===== config.mk =====
export PLATFORM = sky130hd
export DESIGN_NAME = fifo_rd_ctrl
export DESIGN_NICKNAME = d
export VERILOG_FILES = /design/src/rtl/fifo_pkg.sv /design/src/rtl/fifo_gray_sync.sv /design/src/rtl/fifo_rd_ctrl.sv
export SDC_FILE = /design/constraint.sdc
export NUM_CORES = 1
export LEC_CHECK = 0
export CAP_MARGIN = 20
export CORE_ASPECT_RATIO = 1.4
export CORE_MARGIN = 2
export CORE_UTILIZATION = 38
export DETAILED_ROUTE_END_ITERATION = 16
export REMOVE_ABC_BUFFERS = 1
export SYNTH_ARGS = -nofsm -noshare
export SYNTH_HDL_FRONTEND = slang
export SYNTH_HIERARCHICAL = 1
export SYNTH_SLANG_ARGS = --single-unit
export TNS_END_PERCENT = 20

===== constraint.sdc =====
create_clock -name r_clk -period 4.58 [get_ports r_clk]
set_input_delay 0.916 -clock r_clk [delete_from_list [all_inputs] [get_ports r_clk]]
set_output_delay 0.916 -clock r_clk [all_outputs]
set_load 0.01 [all_outputs]

===== src/rtl/fifo_pkg.sv =====
// Shared constants and Gray-code helpers for the async FIFO read and write controllers.
package fifo_pkg;

    localparam int DEPTH  = 64;
    localparam int WIDTH  = 32;
    localparam int ADDR_W = 6;
    localparam int PTR_W  = ADDR_W + 1;

    // Operates on a zero-extended 32-bit value; callers cast the result back to pointer width.
    function automatic logic [31:0] bin2gray(input logic [31:0] bin_val);
        return bin_val ^ (bin_val >> 1);
    endfunction

    // Upper bits are zero for narrower pointers, so the prefix XOR stays correct after truncation.
    function automatic logic [31:0] gray2bin(input logic [31:0] gray_val);
        logic [31:0] bin_val;
        bin_val[31] = gray_val[31];
        for (int i = 30; i >= 0; i--) begin
            bin_val[i] = bin_val[i+1] ^ gray_val[i];
        end
        return bin_val;
    endfunction

endpackage


===== src/rtl/fifo_gray_sync.sv =====
// Multi-flop synchroniser for a Gray-coded pointer crossing into this clock domain.
module fifo_gray_sync #(
    parameter int WIDTH  = 7,
    parameter int STAGES = 2
) (
    input  logic             clk,
    input  logic             rst_n,
    input  logic [WIDTH-1:0] din,
    output logic [WIDTH-1:0] dout
);

    if (STAGES < 2) begin : g_bad_stages
        $error("fifo_gray_sync needs at least two stages");
    end

    logic [WIDTH-1:0] sync_q [STAGES];
    logic [WIDTH-1:0] sync_d [STAGES];

    // Pure shift chain: each stage takes the previous one with no logic in between.
    always_comb begin
        sync_d[0] = din;
        for (int i = 1; i < STAGES; i++) begin
            sync_d[i] = sync_q[i-1];
        end
    end

    // Synchroniser flops, cleared asynchronously.
    always_ff @(posedge clk or negedge rst_n) begin
        if (!rst_n) begin
            for (int i = 0; i < STAGES; i++) begin
                sync_q[i] <= '0;
            end
        end else begin
            for (int i = 0; i < STAGES; i++) begin
                sync_q[i] <= sync_d[i];
            end
        end
    end

    assign dout = sync_q[STAGES-1];

endmodule


===== src/rtl/fifo_rd_ctrl.sv =====
// Read-domain controller: syncs the write pointer, fetches from the registered-read memory
// and presents words through a two-entry first-word-fall-through output buffer.
module fifo_rd_ctrl
    import fifo_pkg::*;
#(
    parameter int DEPTH       = 64,
    parameter int WIDTH       = 32,
    parameter int ADDR_W      = 6,
    parameter int SYNC_STAGES = 2
) (
    input  logic              r_clk,
    input  logic              r_rst_n,
    input  logic [ADDR_W:0]   w_ptr_gray,
    output logic [ADDR_W:0]   r_ptr_gray,
    output logic [ADDR_W-1:0] r_addr,
    output logic              r_valid,
    input  logic [WIDTH-1:0]  r_data,
    output logic [WIDTH-1:0]  dout,
    output logic              dout_valid,
    input  logic              dout_ready,
    output logic              empty,
    output logic [ADDR_W:0]   r_level
);

    localparam int PTR_BITS = ADDR_W + 1;

    if (DEPTH != (1 << ADDR_W)) begin : g_bad_depth
        $error("DEPTH must equal 2**ADDR_W");
    end

    logic [ADDR_W:0]  wq_gray;
    logic [ADDR_W:0]  wq_bin;

    logic [ADDR_W:0]  r_ptr_bin_q,  r_ptr_bin_d;
    logic [ADDR_W:0]  r_ptr_gray_q, r_ptr_gray_d;
    logic             inflight_q,   inflight_d;
    logic [1:0]       buf_count_q,  buf_count_d;
    logic             head_q,       head_d;
    logic [WIDTH-1:0] buf_mem_q [2];
    logic [WIDTH-1:0] buf_mem_d [2];

    logic             pop;
    logic             issue;
    logic             tail;
    logic [2:0]       occ_after;

    fifo_gray_sync #(
        .WIDTH  (PTR_BITS),
        .STAGES (SYNC_STAGES)
    ) u_wptr_sync (
        .clk   (r_clk),
        .rst_n (r_rst_n),
        .din   (w_ptr_gray),
        .dout  (wq_gray)
    );

    assign wq_bin  = PTR_BITS'(gray2bin(32'(wq_gray)));
    assign empty   = (r_ptr_bin_q == wq_bin);
    assign r_level = wq_bin - r_ptr_bin_q;

    // Fetch decision: occupancy after this cycle (buffered + in flight - popped) must leave room.
    always_comb begin
        dout_valid = (buf_count_q != 2'd0);
        pop        = dout_valid & dout_ready;
        occ_after  = {1'b0, buf_count_q} + {2'b00, inflight_q} - {2'b00, pop};
        issue      = !empty && (occ_after < 3'd2);
    end

    // Next-state: advance the read pointer on fetch, capture returning data at the tail, pop the head.
    always_comb begin
        r_ptr_bin_d  = r_ptr_bin_q + {{ADDR_W{1'b0}}, issue};
        r_ptr_gray_d = PTR_BITS'(bin2gray(32'(r_ptr_bin_d)));
        inflight_d   = issue;
        // head + count modulo 2; with two entries and a pop the tail reuses the departing head slot
        tail         = head_q ^ buf_count_q[0];
        buf_mem_d[0] = buf_mem_q[0];
        buf_mem_d[1] = buf_mem_q[1];
        if (inflight_q) begin
            buf_mem_d[tail] = r_data;
        end
        head_d       = head_q ^ pop;
        buf_count_d  = occ_after[1:0];
    end

    // All state clears asynchronously; buffered and in-flight words are discarded.
    always_ff @(posedge r_clk or negedge r_rst_n) begin
        if (!r_rst_n) begin
            r_ptr_bin_q  <= '0;
            r_ptr_gray_q <= '0;
            inflight_q   <= 1'b0;
            buf_count_q  <= 2'd0;
            head_q       <= 1'b0;
            buf_mem_q[0] <= '0;
            buf_mem_q[1] <= '0;
        end else begin
            r_ptr_bin_q  <= r_ptr_bin_d;
            r_ptr_gray_q <= r_ptr_gray_d;
            inflight_q   <= inflight_d;
            buf_count_q  <= buf_count_d;
            head_q       <= head_d;
            buf_mem_q[0] <= buf_mem_d[0];
            buf_mem_q[1] <= buf_mem_d[1];
        end
    end

    assign r_ptr_gray = r_ptr_gray_q;
    assign r_addr     = r_ptr_bin_q[ADDR_W-1:0];
    assign r_valid    = issue;
    assign dout       = buf_mem_q[head_q];

    a_no_overflow:    assert property (@(posedge r_clk) disable iff (!r_rst_n) occ_after <= 3'd2);
    a_no_underflow:   assert property (@(posedge r_clk) disable iff (!r_rst_n) !(pop && buf_count_q == 2'd0));
    a_no_issue_empty: assert property (@(posedge r_clk) disable iff (!r_rst_n) !(issue && empty));

endmodule


Yosys cells after proc, flatten, opt, wreduce, memory -nomap -nowiden
Index checks and enable logic that the tools add are counted.
Widths: inputs -> output; s select.
{ "classes": {"n_addsub": 4, "magnitude_cmp": 4, "n_eq_ne": 1, "n_mux": 6, "bitwise_logic": 12, "n_reduce_logical": 4} }
{ "ops": {"columns": ["cell", "n"], "rows": [
  ["$mux 32", 4],
  ["$bwmux 64", 1],
  ["$demux 32 s1", 1],
  ["$xor 1x1->1", 8],
  ["$add 7x1->7", 1],
  ["$eq 7x7->1", 1],
  ["$sub 7x7->7", 1],
  ["$xor 7x6->7", 1],
  ["$ge 2x2->1 const B", 2],
  ["$not 1->2", 2],
  ["$add 2x1->3", 1],
  ["$lt 3x2->1 const B", 1],
  ["$sub 3x1->3", 1],
  ["$logic_and 1x1->1", 2],
  ["$lt 2x1->1 const B", 1],
  ["$reduce_bool 2->1", 1],
  ["$and 1x1->1", 1],
  ["$logic_not 1->1", 1]
]} }
{ "word_totals": {"reg_bits": 96, "inputBits": 42, "out_inout_bits": 55, "elab_cells": 40} }

Longest topological paths before layout
{ "depth": {"ltp_word": 11, "depth_mapped": 15, "ltp_nobuf": 15} }

Hierarchy
Netlist, hierarchy kept.
{ "modules_own_cells": {"columns": ["mod", "n_inst", "cells_per_inst", "area_per_inst_um2"], "rows": [
  ["fifo_rd_ctrl", 1, 275, 3860.0],
  ["fifo_gray_sync", 1, 14, 350.3]
]} }

Worst setup path before layout
No wires, ideal clock.
{ "synth_path": {"kind": "reg2out", "startpoint": "register u_wptr_sync.sync_q (netlist bit u_wptr_sync/dout[6])", "endpoint": "output port r_level[6]", "arrival_ns": 2.705, "required_time_ns": 3.664, "slack_ns": 0.959, "stages_incl_launch_ff": 12, "path_buffers": 0, "cell_sequence": "dfrtp_1 -> xnor3_2 -> xnor2_4 -> xnor2_1 -> xnor2_1 -> ha_1 -> inv_1 -> fa_1 -> a21o_1 -> a21oi_1 -> nand4b_1 -> nand3_1"} }
{ "synth_via": {"elab_chain_len": 7} }
{ "synth_rtl": {"columns": ["item", "line", "source"], "rows": [
  ["from (decl)", "fifo_gray_sync.sv:16", "logic [WIDTH-1:0] sync_q [STAGES];"],
  ["from (signal, indexed assignment)", "fifo_gray_sync.sv:35", "sync_q[i] <= sync_d[i];"],
  ["$xor 1x1->1 (6 in a row)", "fifo_pkg.sv:19", "bin_val[i] = bin_val[i+1] ^ gray_val[i];"],
  ["$sub 7x7->7 *", "fifo_rd_ctrl.sv:59", "assign r_level = wq_bin - r_ptr_bin_q;"],
  ["to (decl)", "fifo_rd_ctrl.sv:22", "output logic [ADDR_W:0] r_level"]
]} }
Mark *: on every way between the ends. The rest lies on a longest branch, timed or not.

Worst setup path after layout
Ends and elaborated chain as after synthesis.

==> reports/results.txt <==
number of cells on the critical path -> 12
number of CTS-inserted buffers -> 9
critical path class -> reg -> out
core area -> 10800 µm²
total grt overflow -> 0
status -> complete, no violations
Worst Tran Pin Value -> 0.882 ns
Setup crit end -> r_level[6]
post-synthesis cell count -> 289
CP max stage delay -> 0.53 ns
Area contributors post-synth -> dfrtp_1, mux2_2, ha_1, xnor2_1, xor2_1
Post-Syn Area -> 4210 µm²
Hold Crit Class -> reg -> reg
Final Wtd Congestion -> 0.781
Yosys Warn Count -> 6
r2r setup slk -> 0.95 ns
library cells used by synthesis -> 35
clk_skew -> 0.00828 ns
Starting DRT DRC Count -> 74
detail-routed via count per cell -> 4.84
Post-CTS Setup Repair Bufs -> 0
TritonCTS clock tree -> built
number of synthesized flops with an enable pin -> 0
detailed placement HPWL -> 5.74 mm
I/O Buffers -> 96
max cap viols -> 0
R2R Path Start -> u_wptr_sync/dout[6]
RSZ-0062 raised after global routing -> false
Slew Limit Headroom -> 0.412
vias in the first global route -> 2759
area of the multi-input gates -> 1710 µm²
first-pass GRT wire length -> 13.9 mm
Die ar. -> 11900 µm²
H-tree levels -> 3
CP Cell Sequence -> xnor3_2, xnor2_4, xnor2_2, xnor2_1, ha_1, inv_1, fa_1, a21o_1, a21oi_2, o21ai_0, nand3_1, clkdlybuf4s50_1
Worst-Skew Late Latency -> 0.34 ns
top cell type by total area after synthesis -> dfrtp_1
Post-synth top flop -> dfrtp_1
total power -> 0.00456 W
Synth async-reset ratio -> 1.00
PwrDens -> 814 nW/µm²
CP endpoint kind -> output pin
CP max-delay cell -> clkdlybuf4s50_1
critical path buffer and inverter count -> 2
final count of pins violating max slew -> 0
cell family with most CP delay -> XOR/XNOR gates
share of cells above drive strength 1 -> 0.302
# fillers -> 981
fmax -> 227 MHz
clk buf depth -> 2
Worst Path Max Fanout -> 3
flops & latches, synth -> 95
Hold Fails Final Rpt -> 0
Final ANT Viol Nets -> 0
Pleak -> 2.39 nW
final worst path period share -> 0.963
largest net degree at the start of global routing -> 66
clock sink count -> 95
Reg area -> 2380 µm²
Reg2Reg Depth -> 15
DR WL/cell -> 15.6 µm
io pins -> 97
Seq/Total Area, Yosys -> 0.565
Layout Nets -> 444
gr usage total -> 0.151
Worst setup SP type -> flop
Remaining DRCs -> 0
Initial Util -> 0.389
total wire length -> 8.34 mm
maximum vdd ir drop -> 0.000331 V
drt first pass iters -> 4
Die Wd -> 93.0 µm
area delta synth->final -> 33.2%
total inserted antenna cells -> 0
setup TNS -> 0 ns
hold path depth -> 0
required time worst endpoint -> 3.66 ns
chip height -> 129 µm
WP data arrival -> 3.49 ns
post-synth top area share -> 0.565
Mean Syn Cell Area -> 14.6 µm²
initial antenna violation count -> 0
worst reg2reg endpoint -> r_ptr_gray[4]
via count -> 2589
Final Critical Period -> 4.41 ns
Final setup viols -> 0
FP Rows -> 45
crit path from -> u_wptr_sync/dout[6]
CTS Root Cell -> clkbuf_16
clock slew seen by the registers of the worst setup and hold paths -> 0.06 ns
## worst min path at each step
stage	from	end	slack (ns)
3_5_place_dp	u_wptr_sync/sync_d[4]	u_wptr_sync/dout[4]	0.34
4_1_cts	u_wptr_sync/sync_d[4]	u_wptr_sync/dout[4]	0.35
6_report	u_wptr_sync/sync_d[5]	u_wptr_sync/dout[5]	0.35
2_1_floorplan	u_wptr_sync/sync_d[0]	u_wptr_sync/dout[0]	0.33
5_1_grt	u_wptr_sync/sync_d[4]	u_wptr_sync/dout[4]	0.36
3_3_place_gp	u_wptr_sync/sync_d[4]	u_wptr_sync/dout[4]	0.33
## metrics by stage
| step | util | cells | worst slack, ns | area, µm² | hold slack [ns] |
|---|---|---|---|---|---|
| after floorplan | - | 278 | 0.959 | 4140 | 0.331 |
| after global placement | 0.491 | 519 | 0.276 | 5310 | 0.333 |
| after detailed placement | 0.491 | 519 | 0.213 | 5310 | 0.336 |
| after CTS | 0.519 | 535 | 0.0542 | 5610 | 0.350 |
| after global routing | 0.519 | 535 | 0.0196 | 5610 | 0.361 |
| final | 0.519 | 535 | 0.170 | 5610 | 0.348 |
## synthesized netlist by cell type (3+ instances only)
master,number
xor2_1,11
buf_2,4
buf_1,3
xnor2_1,11
nor3_1,4
inv_1,17
mux2_2,95
nor2_1,3
dfrtp_1,95
buf_6,3
nand3_1,5
ha_1,11
## sequential cells by signal, indices dropped and copies added (netlist names)
name,flops
r_ptr_gray,6
head_q,1
buf_count_q,2
buf_mem_q,64
u_wptr_sync/sync_d,7
inflight_q,1
u_wptr_sync/dout,7
r_ptr_bin_q,7
## where the power goes
part	leakage (nW)	switching, W	internal [W]
clock	0.140	0.000299	0.000438
sequential	1.11	0.000188	0.00123
combinational	1.14	0.000980	0.00143
## layout make-up
class | instances | share of cell area
inverters | 17 | 0.0114
repair buffers | 100 | 0.176
well taps | 141 | 0.0315
clock inverters | 3 | 0.00758
multi-input cells | 166 | 0.305
flip-flops and latches | 95 | 0.424
clock buffers | 13 | 0.0446
## routing by layer
layer,vias to the layer above,wire length [µm],track usage
li1,1199,-,-
met1,1300,3290,0.173
met2,78,4280,0.258
met3,12,610,0.0468
met4,0,158,0.0675
met5,-,0,0
## repair_timing
item | 4_1_cts | 5_1_grt
pin swaps | 0 | 1
setup endpoints to repair | 2 | 2
hold buffers | 0 | 0
hold endpoints to repair | 0 | 0
resized for setup | 1 | 1
## layout by cell type (no fill, tap or decap), drive strengths merged, types with 2 or more instances in the layout
| master | instances |
|---|---|
| mux2 | 96 |
| dfrtp | 95 |
| clkdlybuf4s50 | 95 |
| inv | 17 |
| clkbuf | 13 |
| xnor2 | 12 |
| xor2 | 11 |
| ha | 11 |
| nand3 | 5 |
| buf | 5 |
| nor3 | 4 |
| nor2 | 3 |
| or2 | 2 |
| and3 | 2 |
| nor2b | 2 |
| o21a | 2 |
| fa | 2 |
## logic make-up (layout without fill, tap and decap cells)
kind of cell,count (synthesis),in the layout,synth area share
AOI/OAI and AO/OA,9,9,0.0155
xor gates and xnor gates,24,24,0.0579
adders and majority gates,13,13,0.0422
buffers and inverters,28,133,0.0318
DFF,95,95,0.565
muxes,96,96,0.257
and+or+nand+nor,24,24,0.0312
(Power assumes the default switching activity.)
